`src/rtl/debug_pkg.sv`:
```
// Shared definitions for the debug input peripheral: register map and default
// debounce length used by the top level and the testbench.
package debug_pkg;

  typedef logic [7:0] dbg_addr_t;

  localparam dbg_addr_t DBG_IN_ADDR   = 8'h00;
  localparam dbg_addr_t DBG_RISE_ADDR = 8'h04;
  localparam dbg_addr_t DBG_FALL_ADDR = 8'h08;
  localparam dbg_addr_t DBG_IE_ADDR   = 8'h0C;
  localparam dbg_addr_t DBG_RAW_ADDR  = 8'h10;

  localparam int DBG_DEBOUNCE_DEFAULT = 16;
  localparam int DBG_CNT_W_DEFAULT    = 16;

endpackage

```
`src/rtl/debug_input_module_if.sv`:
```
// Peripheral bus seen by the debug input block: 8-bit address, 32-bit data,
// single-cycle write and read strobes, combinational read data.
interface debug_input_module_if;
  import debug_pkg::*;

  dbg_addr_t   address;
  logic [31:0] write_data;
  logic [31:0] read_data;
  logic        we;
  logic        re;

  modport master (
    output address,
    output write_data,
    output we,
    output re,
    input  read_data
  );

  modport slave (
    input  address,
    input  write_data,
    input  we,
    input  re,
    output read_data
  );

endinterface

```
`src/rtl/debug_in_debounce.sv`:
```
// One debug pin: two-flop synchroniser followed by a counter-based debouncer
// that emits single-cycle rise/fall pulses when a new level is accepted.
module debug_in_debounce #(
  parameter int DEBOUNCE_CYCLES = 16,
  parameter int CNT_W           = 16
) (
  input  logic clk,
  input  logic rst_n,
  input  logic din,
  output logic sync_out,
  output logic stable_out,
  output logic rise,
  output logic fall
);

  localparam logic [CNT_W-1:0] CNT_LAST = CNT_W'(DEBOUNCE_CYCLES - 1);

  logic             sync1;
  logic             sync2;
  logic             stable;
  logic [CNT_W-1:0] cnt;
  logic             accept;

  always_ff @(posedge clk or negedge rst_n) begin
    if (!rst_n) begin
      sync1 <= 1'b0;
      sync2 <= 1'b0;
    end else begin
      sync1 <= din;
      sync2 <= sync1;
    end
  end

  // The pulse is asserted in the cycle before stable flips so the flag
  // register and stable update on the same edge.
  assign accept = (sync2 != stable) && (cnt == CNT_LAST);

  always_ff @(posedge clk or negedge rst_n) begin
    if (!rst_n) begin
      stable <= 1'b0;
      cnt    <= '0;
    end else if (sync2 == stable) begin
      cnt <= '0;
    end else if (accept) begin
      stable <= sync2;
      cnt    <= '0;
    end else begin
      cnt <= cnt + CNT_W'(1);
    end
  end

  assign sync_out   = sync2;
  assign stable_out = stable;
  assign rise       = accept & sync2;
  assign fall       = accept & ~sync2;

endmodule

```
`src/rtl/debug_input_module.sv`:
```
// Memory-mapped debug input peripheral: eight debounced pins, sticky W1C edge
// flags, interrupt enable mask and a level interrupt.
module debug_input_module
  import debug_pkg::*;
#(
  parameter int DEBOUNCE_CYCLES = DBG_DEBOUNCE_DEFAULT,
  parameter int CNT_W           = DBG_CNT_W_DEFAULT
) (
  input  logic                 clk,
  input  logic                 rst_n,
  debug_input_module_if.slave  bus,
  input  logic [7:0]           debug_in,
  output logic                 irq
);

  logic [7:0] sync_bits;
  logic [7:0] stable_bits;
  logic [7:0] rise_pulse;
  logic [7:0] fall_pulse;
  logic [7:0] rise_flags;
  logic [7:0] fall_flags;
  logic [7:0] ie;
  logic [7:0] rise_clr;
  logic [7:0] fall_clr;
  logic       wr_ie;
  logic       unused_bus;

  for (genvar i = 0; i < 8; i++) begin : g_pin
    debug_in_debounce #(
      .DEBOUNCE_CYCLES (DEBOUNCE_CYCLES),
      .CNT_W           (CNT_W)
    ) u_debounce (
      .clk        (clk),
      .rst_n      (rst_n),
      .din        (debug_in[i]),
      .sync_out   (sync_bits[i]),
      .stable_out (stable_bits[i]),
      .rise       (rise_pulse[i]),
      .fall       (fall_pulse[i])
    );
  end

  assign rise_clr = (bus.we && bus.address == DBG_RISE_ADDR) ? bus.write_data[7:0] : 8'h00;
  assign fall_clr = (bus.we && bus.address == DBG_FALL_ADDR) ? bus.write_data[7:0] : 8'h00;
  assign wr_ie    = bus.we && (bus.address == DBG_IE_ADDR);

  // Clear is applied before set so an edge arriving with a W1C write survives.
  always_ff @(posedge clk or negedge rst_n) begin
    if (!rst_n) begin
      rise_flags <= 8'h00;
      fall_flags <= 8'h00;
      ie         <= 8'h00;
    end else begin
      rise_flags <= (rise_flags & ~rise_clr) | rise_pulse;
      fall_flags <= (fall_flags & ~fall_clr) | fall_pulse;
      if (wr_ie) begin
        ie <= bus.write_data[7:0];
      end
    end
  end

  always_comb begin
    bus.read_data = 32'h0;
    case (bus.address)
      DBG_IN_ADDR:   bus.read_data = {24'h0, stable_bits};
      DBG_RISE_ADDR: bus.read_data = {24'h0, rise_flags};
      DBG_FALL_ADDR: bus.read_data = {24'h0, fall_flags};
      DBG_IE_ADDR:   bus.read_data = {24'h0, ie};
      DBG_RAW_ADDR:  bus.read_data = {24'h0, sync_bits};
      default:       bus.read_data = 32'h0;
    endcase
  end

  assign irq = |((rise_flags | fall_flags) & ie);

  // Reads have no side effects and the upper write bits are never stored.
  assign unused_bus = &{1'b0, bus.re, bus.write_data[31:8]};

endmodule

```
`src/flat_wrapper.sv`:
```
// flat-port wrapper written by rule: the top's interface ports become plain ports
module debug_input_module_flat import debug_pkg::*;
#(
  parameter int DEBOUNCE_CYCLES = DBG_DEBOUNCE_DEFAULT,
  parameter int CNT_W           = DBG_CNT_W_DEFAULT
)
  (clk, rst_n, debug_in, irq, bus_address, bus_write_data, bus_we, bus_re, bus_read_data);
  debug_input_module_if bus_i ();
  input  logic clk;
  input  logic rst_n;
  input  logic [7:0] debug_in;
  output logic irq;
  input wire logic [$bits(bus_i.address)-1:0] bus_address;
  input wire logic [$bits(bus_i.write_data)-1:0] bus_write_data;
  input wire logic [$bits(bus_i.we)-1:0] bus_we;
  input wire logic [$bits(bus_i.re)-1:0] bus_re;
  output wire logic [$bits(bus_i.read_data)-1:0] bus_read_data;
  assign bus_i.address = bus_address;
  assign bus_i.write_data = bus_write_data;
  assign bus_i.we = bus_we;
  assign bus_i.re = bus_re;
  assign bus_read_data = bus_i.read_data;
  debug_input_module #(.DEBOUNCE_CYCLES(DEBOUNCE_CYCLES), .CNT_W(CNT_W)) u_core (.clk(clk), .rst_n(rst_n), .bus(bus_i), .debug_in(debug_in), .irq(irq));
endmodule
```
`config.mk`:
```
export PLATFORM = sky130hd
export DESIGN_NAME = debug_input_module_flat
export DESIGN_NICKNAME = d
export VERILOG_FILES = /design/src/rtl/debug_pkg.sv /design/src/rtl/debug_input_module_if.sv /design/src/rtl/debug_in_debounce.sv /design/src/rtl/debug_input_module.sv /design/src/flat_wrapper.sv
export SDC_FILE = /design/constraint.sdc
export NUM_CORES = 1
export LEC_CHECK = 0
export CORE_ASPECT_RATIO = 1.2
export CORE_UTILIZATION = 40
export DETAILED_ROUTE_END_ITERATION = 8
export HOLD_SLACK_MARGIN = 0.05
export PLACE_DENSITY = 0.69
export SLEW_MARGIN = 15
export SYNTH_ARGS = -nofsm -noshare
export SYNTH_HDL_FRONTEND = slang
export SYNTH_SLANG_ARGS = --single-unit
```
`constraint.sdc`:
```
create_clock -name clk -period 3.61 [get_ports clk]
set_input_delay 0.5415 -clock clk [delete_from_list [all_inputs] [get_ports clk]]
set_output_delay 0.5415 -clock clk [all_outputs]
set_load 0.01 [all_outputs]
```
# ---- After elaboration in Yosys (flattened, before gate mapping)
# Cells that the tools add are included.
dict set report word_totals {
  register_bits 176
  out_inout_bits 33
  word_cells 151
}
dict set report op_classes {
  n_addsub 8
  eq_ne 28
  n_mux 19
  n_bitwise 40
  n_reduce_logical 21
}
# op n
set ops {}
lappend ops {{two-way mux 16 bit} 16}
lappend ops {{adder 16 x 1 -> 16 bit (second input constant)} 8}
lappend ops {{== test 16 x 4 -> 1 bit (second input constant)} 8}
lappend ops {{one-hot mux 8 bit (5 select lines)} 1}
lappend ops {{AND 8 bit} 3}
lappend ops {{OR 8 bit} 3}
lappend ops {{AND 1 bit} 16}
lappend ops {{== test 8 x 4 -> 1 bit (second input constant)} 2}
lappend ops {{two-way mux 8 bit} 2}
lappend ops {{NOT 1 bit} 16}
lappend ops {{NOT 8 bit} 2}
lappend ops {{AND reduction 2 bit} 8}
lappend ops {{logical AND 1 bit} 11}
lappend ops {{== test 1 bit} 8}
lappend ops {{== test 8 x 3 -> 1 bit (second input constant)} 1}
lappend ops {{== test 8 x 5 -> 1 bit (second input constant)} 1}
lappend ops {{zero test 8 bit} 1}
lappend ops {{!= test 1 bit} 8}
lappend ops {{OR reduction 8 bit} 1}

# ---- Longest topological paths before layout
# Gate-level depths: netlist of run 1.
dict set report logic_depth {
  word_depth 6
  depth_mapped 6
  depth_no_buf 5
}

# ---- Modules after synthesis
# Synthesis of run 1 repeated with hierarchy kept, for this count alone.
dict set report hier_totals {
  hier_cells 857
  hier_area_um2 8923.6
}
# module n_inst cells_each area_per_inst_um2 seq_area_each_um2
set modules_own_cells {}
lappend modules_own_cells {debug_in_debounce 8 85 905.9 475.5}
lappend modules_own_cells {debug_input_module 1 177 1676.6 600.6}

# ---- Least setup slack after synthesis of run 1
# No wires, ideal clock.
dict set report synth_path {
  path_type {input -> output}
  from {input port bus_address[0]}
  to {output port bus_read_data[6]}
  arrival_ps 1904
  required_ps 3069
  setup_slack_ps 1165
  stages 4
  path_buffers 0
  cell_sequence {or4_4 > nor3_1 > a22oi_1 > nand2_1}
}
dict set report synth_via {
  elab_chain_cells 2
}
# element line_no
set synth_rtl {}
lappend synth_rtl {{start, declared} flat_wrapper.sv:13} ;# input wire logic [$bits(bus_i.address)-1:0] bus_address;
lappend synth_rtl {{== test 8 x 5 -> 1 bit (tied with other cells)} debug_input_module.sv:64} ;# case (bus.address)
lappend synth_rtl {{one-hot mux 8 bit (5 select lines) (*)} debug_input_module.sv:64}
lappend synth_rtl {{end, declared} flat_wrapper.sv:17} ;# output wire logic [$bits(bus_i.read_data)-1:0] bus_read_data;
# Every way passes the cells marked *; elsewhere a longest branch is shown, timed or not.

# ---- Worst setup path after layout of run 1
dict set report layout_path {
  from {input port bus_address[0]}
  to {output port bus_read_data[5]}
}
# The elaborated chain is that of the path after synthesis.

==> impl_summary.txt, run 1 <==
----------------------------------------------------
[Logic synthesis]
  Share of the synthesized area in the top cell type ... approximately half
  Yosys warnings ... 0
  Netlist cell types ... 37
  Number of synthesized flops with an enable pin ... 0
  Post-synthesis instance area ... 8491 sq um
  Number of instances in the synthesized netlist ... about 850
  Area contributors post-synth ... dfrtp_1 (52%), xnor2_1 (9.8%), nor2_1 (5.9%)
  Async set-or-reset flop fraction in the synthesized netlist ... between 90% and 100%
  Number of flip-flops and latches in the synthesized netlist ... between 150 and 200
  Primary flip-flop cell chosen by synthesis mapping ... dfrtp_1
  Sequential element share of the synthesized area ... between 50% and 60%
  Cell accounting for the most synthesized area ... dfrtp_1
  Average cell area after synthesis ... roughly 10 sq um

[Route]
  First-iteration detailed-routing DRC count ... 286
  Iteration count of the initial detailed-routing pass ... 5
  Routed wire length ... between 15000 and 20000 um
  DRC violations left ... 0
  Antenna violation net count after detailed routing ... 0
  Post-DR wirelength/cell ... between 10 and 15 um
  Total number of vias ... roughly 6000
  Avg Vias per Cell ... 5.110

[Placement]
  Placed cell areas ... between 9000 and 10000 sq um
  Hpwl dp ... around 11000 um
  Gp weighted congestion ... 0.8072
  Count of input and output buffers ... 35

[Timing]
  Minimum clock period after layout ... about 3.4 ns
  Max Fclk ... between 0.2 and 0.3 GHz
  Max-slew violation total from the final report ... 0
  RSZ-0062 raised after global routing ... no
  Tcrit/Tclk final ... between 90 and 100%
  Worst-Margin Slew ... roughly 0.6 ns
  Remaining max-slew budget at the tightest pin ... approximately three fifths
  Fin Setup TNS ... 0 ns
  Final Skew ... approximately 0.0084 ns
  Setup Viol. Count Final ... 0
  Final hold vios ... 0

[Power and ir drop]
  Power density over the cells ... about 430 nW/um^2
  Peak supply drop ... a little under 300 uV
  Static leakage power ... approximately 4.0 nW

[Floorplan]
  Initial core utilization ... a little over 40%
  Die Span Y ... 161.6 um
  Number of standard-cell rows in the floorplan ... 58
  Die footprint ... around 22000 sq um
  Top-level I/O count ... between 80 and 90
  Floorplan die width ... about 140 um
  Core Region ... approximately 21000 sq um

[Layout]
  Final-stage net count ... approximately 960
  Final Cell Area ... ~9800 sq um
  Antenna diode count ... 0
  Area overhead of the layout relative to synthesis ... 14.88%
  Final Core Density ... a little under half
  Layout cells sized above 1 ... roughly 7.4%

[GRT]
  Global-route wire length before repair ... between 20000 and 30000 um
  GRT Residual Overflow ... 0
  Pin count of the biggest net entering global routing ... 66
  Total Routing Usage GR ... roughly 17%
  Initial antenna violation count ... 0
  Number of global-route vias before repair ... approximately 6100

[CTS]
  Number of buffers on the longest clock path ... 2
  Num CTS Buffers ... 17
  Total of hold buffers inserted after clock tree synthesis ... 0
  CTS tree ... built
  Post-CTS setup buffers ... 0
  Clock latency at the later pin of the worst-skew pair ... approximately 0.43 ns
  Clock transition at the register clock pins on the worst setup and hold paths after CTS ... 0.06 ns
  H-tree levels ... 4
  Total number of clock tree sinks ... around 180
  Root Buffer ... clkbuf_16

[Flow run]
  Max-cap violations ... 0

[Critical path]
  Largest stage delay on the critical path ... a little over 0.6 ns
  Cell with the biggest individual delay on the critical path ... or4_4
  Launch point of the worst path ... bus_address[0]
  Critical path depth in cells ... 7
  Capture point of the worst reg-to-reg path ... u_core.g_pin[5].u_debounce.cnt[9]$_DFF_PN0_
  Critical path endpoint ... bus_read_data[5]
  Startpoint type of the worst setup path ... input port
  Flop-to-flop setup slack ... ~1.8 ns
  FF-to-FF path depth ... 4
  Arrival @ worst endpoint ... between 2 and 3 ns
  Worst-path maximum fanout ... 5
  CP top delay family ... buffers and inverters
  Kind of end point of the critical path ... output port
  WP data required ... approximately 3.1 ns
  Worst R2R Start ... u_core.g_pin[5].u_debounce.cnt[12]$_DFF_PN0_
  Library cell appearing most often on the critical path ... clkdlybuf4s50_1
  Bufs and invs on worst path ... 3
  CP Cell Sequence ... clkdlybuf4s50_1 > or4_4 > nor4bb_2 > buf_4 > a22oi_1 > nand2_1 > clkdlybuf4s50_1
  Critical Setup Path Class ... in -> out

[Worst hold path]
  Classification of the worst-slack hold path ... in -> async

[Run status]
  Outcome ... finished clean

----------------------------------------------------
## worst min-delay path by stage
stage                                                          endpoint  slack (ns)                                       start
after detailed placement  u_core.g_pin[3].u_debounce.sync_out$_DFF_PN0_        0.34  u_core.g_pin[3].u_debounce.sync1$_DFF_PN0_
after global routing        u_core.g_pin[4].u_debounce.cnt[3]$_DFF_PN0_        0.15                                       rst_n
after global placement    u_core.g_pin[0].u_debounce.sync_out$_DFF_PN0_        0.33  u_core.g_pin[0].u_debounce.sync1$_DFF_PN0_
after CTS                   u_core.g_pin[4].u_debounce.cnt[9]$_DFF_PN0_        0.12                                       rst_n
after floorplan                          u_core.fall_flags[0]$_DFF_PN0_        0.25                                       rst_n
final                       u_core.g_pin[4].u_debounce.cnt[9]$_DFF_PN0_         0.1                                       rst_n
## synthesized netlist by cell type, types with 15 or more instances
cell	instances
nand2_1	67
buf_4	24
dfrtp_1	176
xor2_1	16
nor2_1	134
nor4_1	56
nor3_1	32
xnor2_1	95
and3_1	16
inv_1	21
nand2b_1	17
o2bb2ai_1	17
nand4_1	36
clkbuf_1	15
nand3_1	55
## where the power goes
part	total, W	internal, W	leakage [nW]	switching, W
registers	0.00206	0.00202	2.32	0.0000403
logic	0.000214	0.0000868	1.34	0.000127
clock network	0.00197	0.00121	0.307	0.000751
total	0.00424	0.00332	3.97	0.000918
## metrics by stage
step / power (W) / std cells / setup slack [ns] / hold WS [ns]
5_1_grt: 0.004405 / 1181 / 0.09160 / 0.1529
3_5_place_dp: 0.002310 / 1149 / 0.1614 / 0.3362
6_report: 0.004236 / 1181 / 0.2146 / 0.09643
4_1_cts: 0.004296 / 1181 / 0.1477 / 0.1189
3_3_place_gp: 0.002305 / 1149 / 0.1828 / 0.3337
2_1_floorplan: 0.002210 / 872 / 1.165 / 0.2459
## timing repair
| action | in CTS | in global routing |
|---|---|---|
| resized for setup | 0 | 1 |
| endpoints found under the hold margin | 0 | 0 |
| setup endpoints to repair | 0 | 2 |
## cell type report
class | count | area (sq um)
sequential | 176 | 4404
timing repair buffer | 49 | 456.7
multi-input combinational | 633 | 3844
clock buffer | 23 | 478.0
fill | 1964 | 11150
tap | 270 | 337.8
clock inverter | 9 | 155.1
inverter | 21 | 78.83
## logic make-up after synthesis
| group | Yosys count | share of synthesized area, % |
|---|---|---|
| DFF | 176 | 51.87 |
| adders and majority gates | 8 | 1.179 |
| AOI/OAI and AO/OA | 43 | 3.655 |
| buffers and inverters | 63 | 3.949 |
| xor gates and xnor gates | 111 | 11.45 |
| and+or+nand+nor | 423 | 24.43 |
| muxes | 24 | 3.419 |
| other | 1 | 0.04417 |
## layout by cell type, fill, tap and decap left out, types with 14 or more instances in the layout
| cell type | count |
|---|---|
| dfrtp_1 | 176 |
| nor2_1 | 134 |
| xnor2_1 | 95 |
| nand2_1 | 67 |
| nor4_1 | 56 |
| nand3_1 | 55 |
| nand4_1 | 36 |
| clkdlybuf4s50_1 | 34 |
| nor3_1 | 32 |
| conb_1 | 24 |
| inv_1 | 21 |
| nand2b_1 | 17 |
| o2bb2ai_1 | 17 |
| clkbuf_16 | 17 |
| and3_1 | 16 |
| xor2_1 | 16 |
| buf_4 | 14 |
## state kept, by name (all words and copies together), names as in the netlist
signal / count
u_core.ie: 8
u_core.g_pin.u_debounce.stable_out: 8
u_core.g_pin.u_debounce.sync1: 8
u_core.g_pin.u_debounce.sync_out: 8
u_core.rise_flags: 8
u_core.g_pin.u_debounce.cnt: 128
u_core.fall_flags: 8
## layer usage
layer  GRT usage (%)  wire (um)  up-vias
met3           3.484        626       16
li1                -          -     3006
met4           6.997        221        0
met5               0          0        -
met1           21.56       7516     2916
met2           27.23       7902       97
(Power assumes the default switching activity.)
==> inputs of run 2 (changes only) <==
- ABC_AREA: unset -> 1
==> impl_summary.txt, run 2 <==
----------------------------------------------------
[Layout]
  Combined area of the multi-input logic cells ... 4790 sq um (was 3844 sq um)
  Antenna diode count ... 0 (unchanged)
  Area overhead of the layout relative to synthesis ... 12.49% (was 14.88%)
  Fill cell total of the finished layout ... 2443 (was 1964)
  Final-stage net count ... 1474 (was 958)
  Number of flip-flops in the largest register ... 128 (unchanged)
  Final Core Density ... 45.74% (was 46.67%)
  Layout cells sized above 1 ... 5.820% (was 7.355%)
  Commonest non-fill, non-tap cell in the layout ... nand2_1 (was dfrtp_1)
  Seq. cell area ... 4404 sq um (unchanged)
  Register with the most flip-flops ... u_core.g_pin.u_debounce.cnt (unchanged)
  Commonest cells after routing, fill and taps aside ... nand2_1 (389), nor2_1 (278), dfrtp_1 (176) (was dfrtp_1 (176), nor2_1 (134), xnor2_1 (95))
  Final standard cell count with taps included and fillers excluded ... 1751 (was 1181)

[CTS]
  Post-CTS setup buffers ... 0 (unchanged)
  H-tree levels ... 4 (unchanged)
  Root Buffer ... clkbuf_16 (unchanged)
  CTS tree ... built (unchanged)
  Clock latency at the later pin of the worst-skew pair ... 0.43 ns (about the same)
  Number of gates resized after CTS ... 0 (unchanged)
  Total number of clock tree sinks ... 176 (unchanged)
  Clock transition at the register clock pins on the worst setup and hold paths after CTS ... 0.06 ns (about the same)
  Total of hold buffers inserted after clock tree synthesis ... 0 (unchanged)
  Number of buffers on the longest clock path ... 2 (unchanged)
  Num CTS Buffers ... 17 (unchanged)

[Timing]
  Worst-Margin Slew ... 0.7782 ns (was 0.5936 ns)
  Final Skew ... 0.01075 ns (was 0.008420 ns)
  Setup Viol. Count Final ... 0 (unchanged)
  Remaining max-slew budget at the tightest pin ... 48.12% (was 60.43%)
  Tcrit/Tclk final ... 84.87% (was 94.05%)
  Max Fclk ... 0.3264 GHz (was 0.2945 GHz)
  RSZ-0062 raised after global routing ... no (unchanged)
  Final hold vios ... 0 (unchanged)
  Max-slew violation total from the final report ... 0 (unchanged)
  Minimum clock period after layout ... 3.064 ns (was 3.395 ns)
  Fin Setup TNS ... 0 ns (unchanged)

[Route]
  DRC violations left ... 0 (unchanged)
  Avg Vias per Cell ... 4.802 (was 5.110)
  Routed wire length ... 20710 um (was 16270 um)
  Total number of vias ... 8409 (was 6035)
  Iteration count of the initial detailed-routing pass ... 5 (unchanged)
  Antenna violation net count after detailed routing ... 0 (unchanged)
  First-iteration detailed-routing DRC count ... 453 (was 286)
  Post-DR wirelength/cell ... 11.83 um (was 13.77 um)

[Logic synthesis]
  Netlist cell types ... 32 (was 37)
  Async set-or-reset flop fraction in the synthesized netlist ... 100.0% (unchanged)
  Simple-gate area share of the yosys netlist ... 37.09% (was 24.43%)
  Dominant combinational cell family by area after synthesis ... simple AND/OR/NAND/NOR gates (unchanged)
  Post-synthesis instance area ... 10000 sq um (was 8491 sq um)
  Sequential element share of the synthesized area ... 44.04% (was 51.87%)
  Number of instances in the synthesized netlist ... 1370 (was 849)
  Area contributors post-synth ... dfrtp_1 (44%), nand2_1 (15%), nor2_1 (10%) (was dfrtp_1 (52%), xnor2_1 (9.8%), nor2_1 (5.9%))
  Commonest cells post-synth ... nand2_1 (389), nor2_1 (278), dfrtp_1 (176), inv_1 (148), nand3_1 (99) (was dfrtp_1 (176), nor2_1 (134), xnor2_1 (95), nand2_1 (67), nor4_1 (56))
  Average cell area after synthesis ... 7.299 sq um (was 10.00 sq um)
  Share of the synthesized area in the top cell type ... 44.04% (was 51.87%)
  Most repeated cell in the gate-level netlist after synthesis ... nand2_1 (was dfrtp_1)
  Post-synthesis compound-gate area fraction ... 3.954% (was 3.655%)
  Primary flip-flop cell chosen by synthesis mapping ... dfrtp_1 (unchanged)
  Area share of xor/xnor cells in the synthesized design ... 4.955% (was 11.45%)
  Yosys warnings ... 0 (unchanged)
  Number of flip-flops and latches in the synthesized netlist ... 176 (unchanged)
  Number of synthesized flops with an enable pin ... 0 (unchanged)
  Fraction of the mapped netlist area in adder cells ... 1.001% (was 1.179%)
  Mux share of post-synthesis cell area ... 0% (was 3.419%)
  Cell accounting for the most synthesized area ... dfrtp_1 (unchanged)

[Placement]
  Gp weighted congestion ... 0.8579 (was 0.8072)
  Count of input and output buffers ... 35 (unchanged)
  Cell count after placement ... 1720 (was 1149)
  Hpwl dp ... 14930 um (was 11210 um)

[Critical path]
  Kind of end point of the critical path ... output port (unchanged)
  Arrival @ worst endpoint ... 2.52 ns (was 2.85 ns)
  Critical Setup Path Class ... in -> out (unchanged)
  Cell with the biggest individual delay on the critical path ... clkdlybuf4s50_1 (was or4_4)
  Startpoint type of the worst setup path ... input port (unchanged)
  Bufs and invs on worst path ... 4 (was 3)
  Launch point of the worst path ... bus_address[2] (was bus_address[0])
  CP top delay family ... buffers and inverters (unchanged)
  Library cell appearing most often on the critical path ... nand2_1 (was clkdlybuf4s50_1)
  Worst-path maximum fanout ... 6 (was 5)
  CP Cell Sequence ... clkdlybuf4s50_1 > inv_2 > nand2_1 > nor2_2 > nand2_1 > o21ai_0 > inv_1 > nand2_1 > clkdlybuf4s50_1 (was clkdlybuf4s50_1 > or4_4 > nor4bb_2 > buf_4 > a22oi_1 > nand2_1 > clkdlybuf4s50_1)
  Largest stage delay on the critical path ... 0.55 ns (was 0.61 ns)
  WP data required ... 3.07 ns (about the same)
  Worst R2R Start ... u_core.g_pin[4].u_debounce.cnt[0]$_DFF_PN0_ (was u_core.g_pin[5].u_debounce.cnt[12]$_DFF_PN0_)

[Floorplan]
  Initial core utilization ... 40.66% (was 40.62%)
  Top-level I/O count ... 85 (unchanged)
  Floorplan die width ... 146.3 um (was 135 um)
  Die footprint ... 25640 sq um (was 21820 sq um)
  Number of standard-cell rows in the floorplan ... 63 (was 58)
  Die Span Y ... 175.2 um (was 161.6 um)
  Core Region ... 24590 sq um (was 20900 sq um)

[Run status]
  Outcome ... finished clean (unchanged)

[Flow run]
  Max-cap violations ... 0 (unchanged)

[GRT]
  Total Routing Usage GR ... 17.26% (was 16.72%)
  Pin count of the biggest net entering global routing ... 82 (was 66)
  Number of global-route vias before repair ... 7941 (was 6084)
  GRT Residual Overflow ... 0 (unchanged)
  Global-route wire length before repair ... 36110 um (was 28920 um)
  Initial antenna violation count ... 0 (unchanged)

[Worst hold path]
  Classification of the worst-slack hold path ... in -> async (unchanged)

[Power and ir drop]
  Peak supply drop ... 317.8 uV (was 290.8 uV)
  Power density over the cells ... 384.8 nW/um^2 (was 434.3 nW/um^2)
  Static leakage power ... 5.253 nW (was 3.972 nW)

----------------------------------------------------
run 2: area by class of cell:
class / count / area share [%]
multi-input cells: 1020 / 42.58
flip-flops and latches: 176 / 39.15
inverters: 160 / 5.339
clock buffers: 21 / 4.182
well taps: 325 / 3.615
repair buffers: 39 / 3.504
clock inverters: 10 / 1.624
run 2: worst paths after layout:
check	end	slack [ns]	cells past startpoint
min in group clk	u_core.g_pin[7].u_debounce.sync_out$_DFF_PN0_	0.35	0
max	bus_read_data[3]	0.55	9
min	u_core.g_pin[7].u_debounce.cnt[11]$_DFF_PN0_	0.14	1
max in group asynchronous	u_core.g_pin[6].u_debounce.cnt[9]$_DFF_PN0_	2.65	2
max reg2reg	u_core.g_pin[4].u_debounce.cnt[4]$_DFF_PN0_	2.08	6
min reg2reg	u_core.g_pin[7].u_debounce.sync_out$_DFF_PN0_	0.35	0
run 2: kinds of logic (layout without fill, tap and decap cells):
group / after synthesis / after routing
compound gates: 69 / 69
other cells: 1 / 24
flops: 176 / 176
buf+inv: 197 / 230
simple gates: 865 / 865
fa+ha+maj: 8 / 8
xor+xnor: 54 / 54
run 2: worst register-to-register path, stage by stage (launching register included):
cell and delay (ns):
dfrtp_1 0.39, ha_1 0.27, nand3_1 0.17, nor2_1 0.27
nand2_1 0.16, nand3b_1 0.12, inv_1 0.04
run 2: metrics by stage:
| stage | setup slack [ns] | instance area, sq um | power, W | hold slack (ns) |
|---|---|---|---|---|
| 2_1_floorplan | 1.762 | 10090 | 0.002226 | 0.2459 |
| 3_3_place_gp | 0.5405 | 10600 | 0.002310 | 0.3350 |
| 3_5_place_dp | 0.5221 | 10600 | 0.002316 | 0.3347 |
| 4_1_cts | 0.5218 | 11250 | 0.004377 | 0.1788 |
| 5_1_grt | 0.3797 | 11250 | 0.004477 | 0.2074 |
| 6_report | 0.5463 | 11250 | 0.004328 | 0.1387 |
run 2: where the power goes:
| group | internal [W] | total, W | switching [W] |
|---|---|---|---|
| logic | 0.0000736 | 0.000222 | 0.000149 |
| registers | 0.00202 | 0.00205 | 0.0000371 |
| clock network | 0.00128 | 0.00205 | 0.000773 |
| total | 0.00337 | 0.00433 | 0.000959 |
run 2: per-layer routing:
layer	global-route usage (%)	vias to the layer above	part of all wire [%]	wire, um
li1	-	4315	-	-
met2	29.60	142	48	9981
met1	21.72	3923	47	9669
met5	0	-	0	0
met3	3.029	29	3.2	657
met4	6.250	0	1.9	399
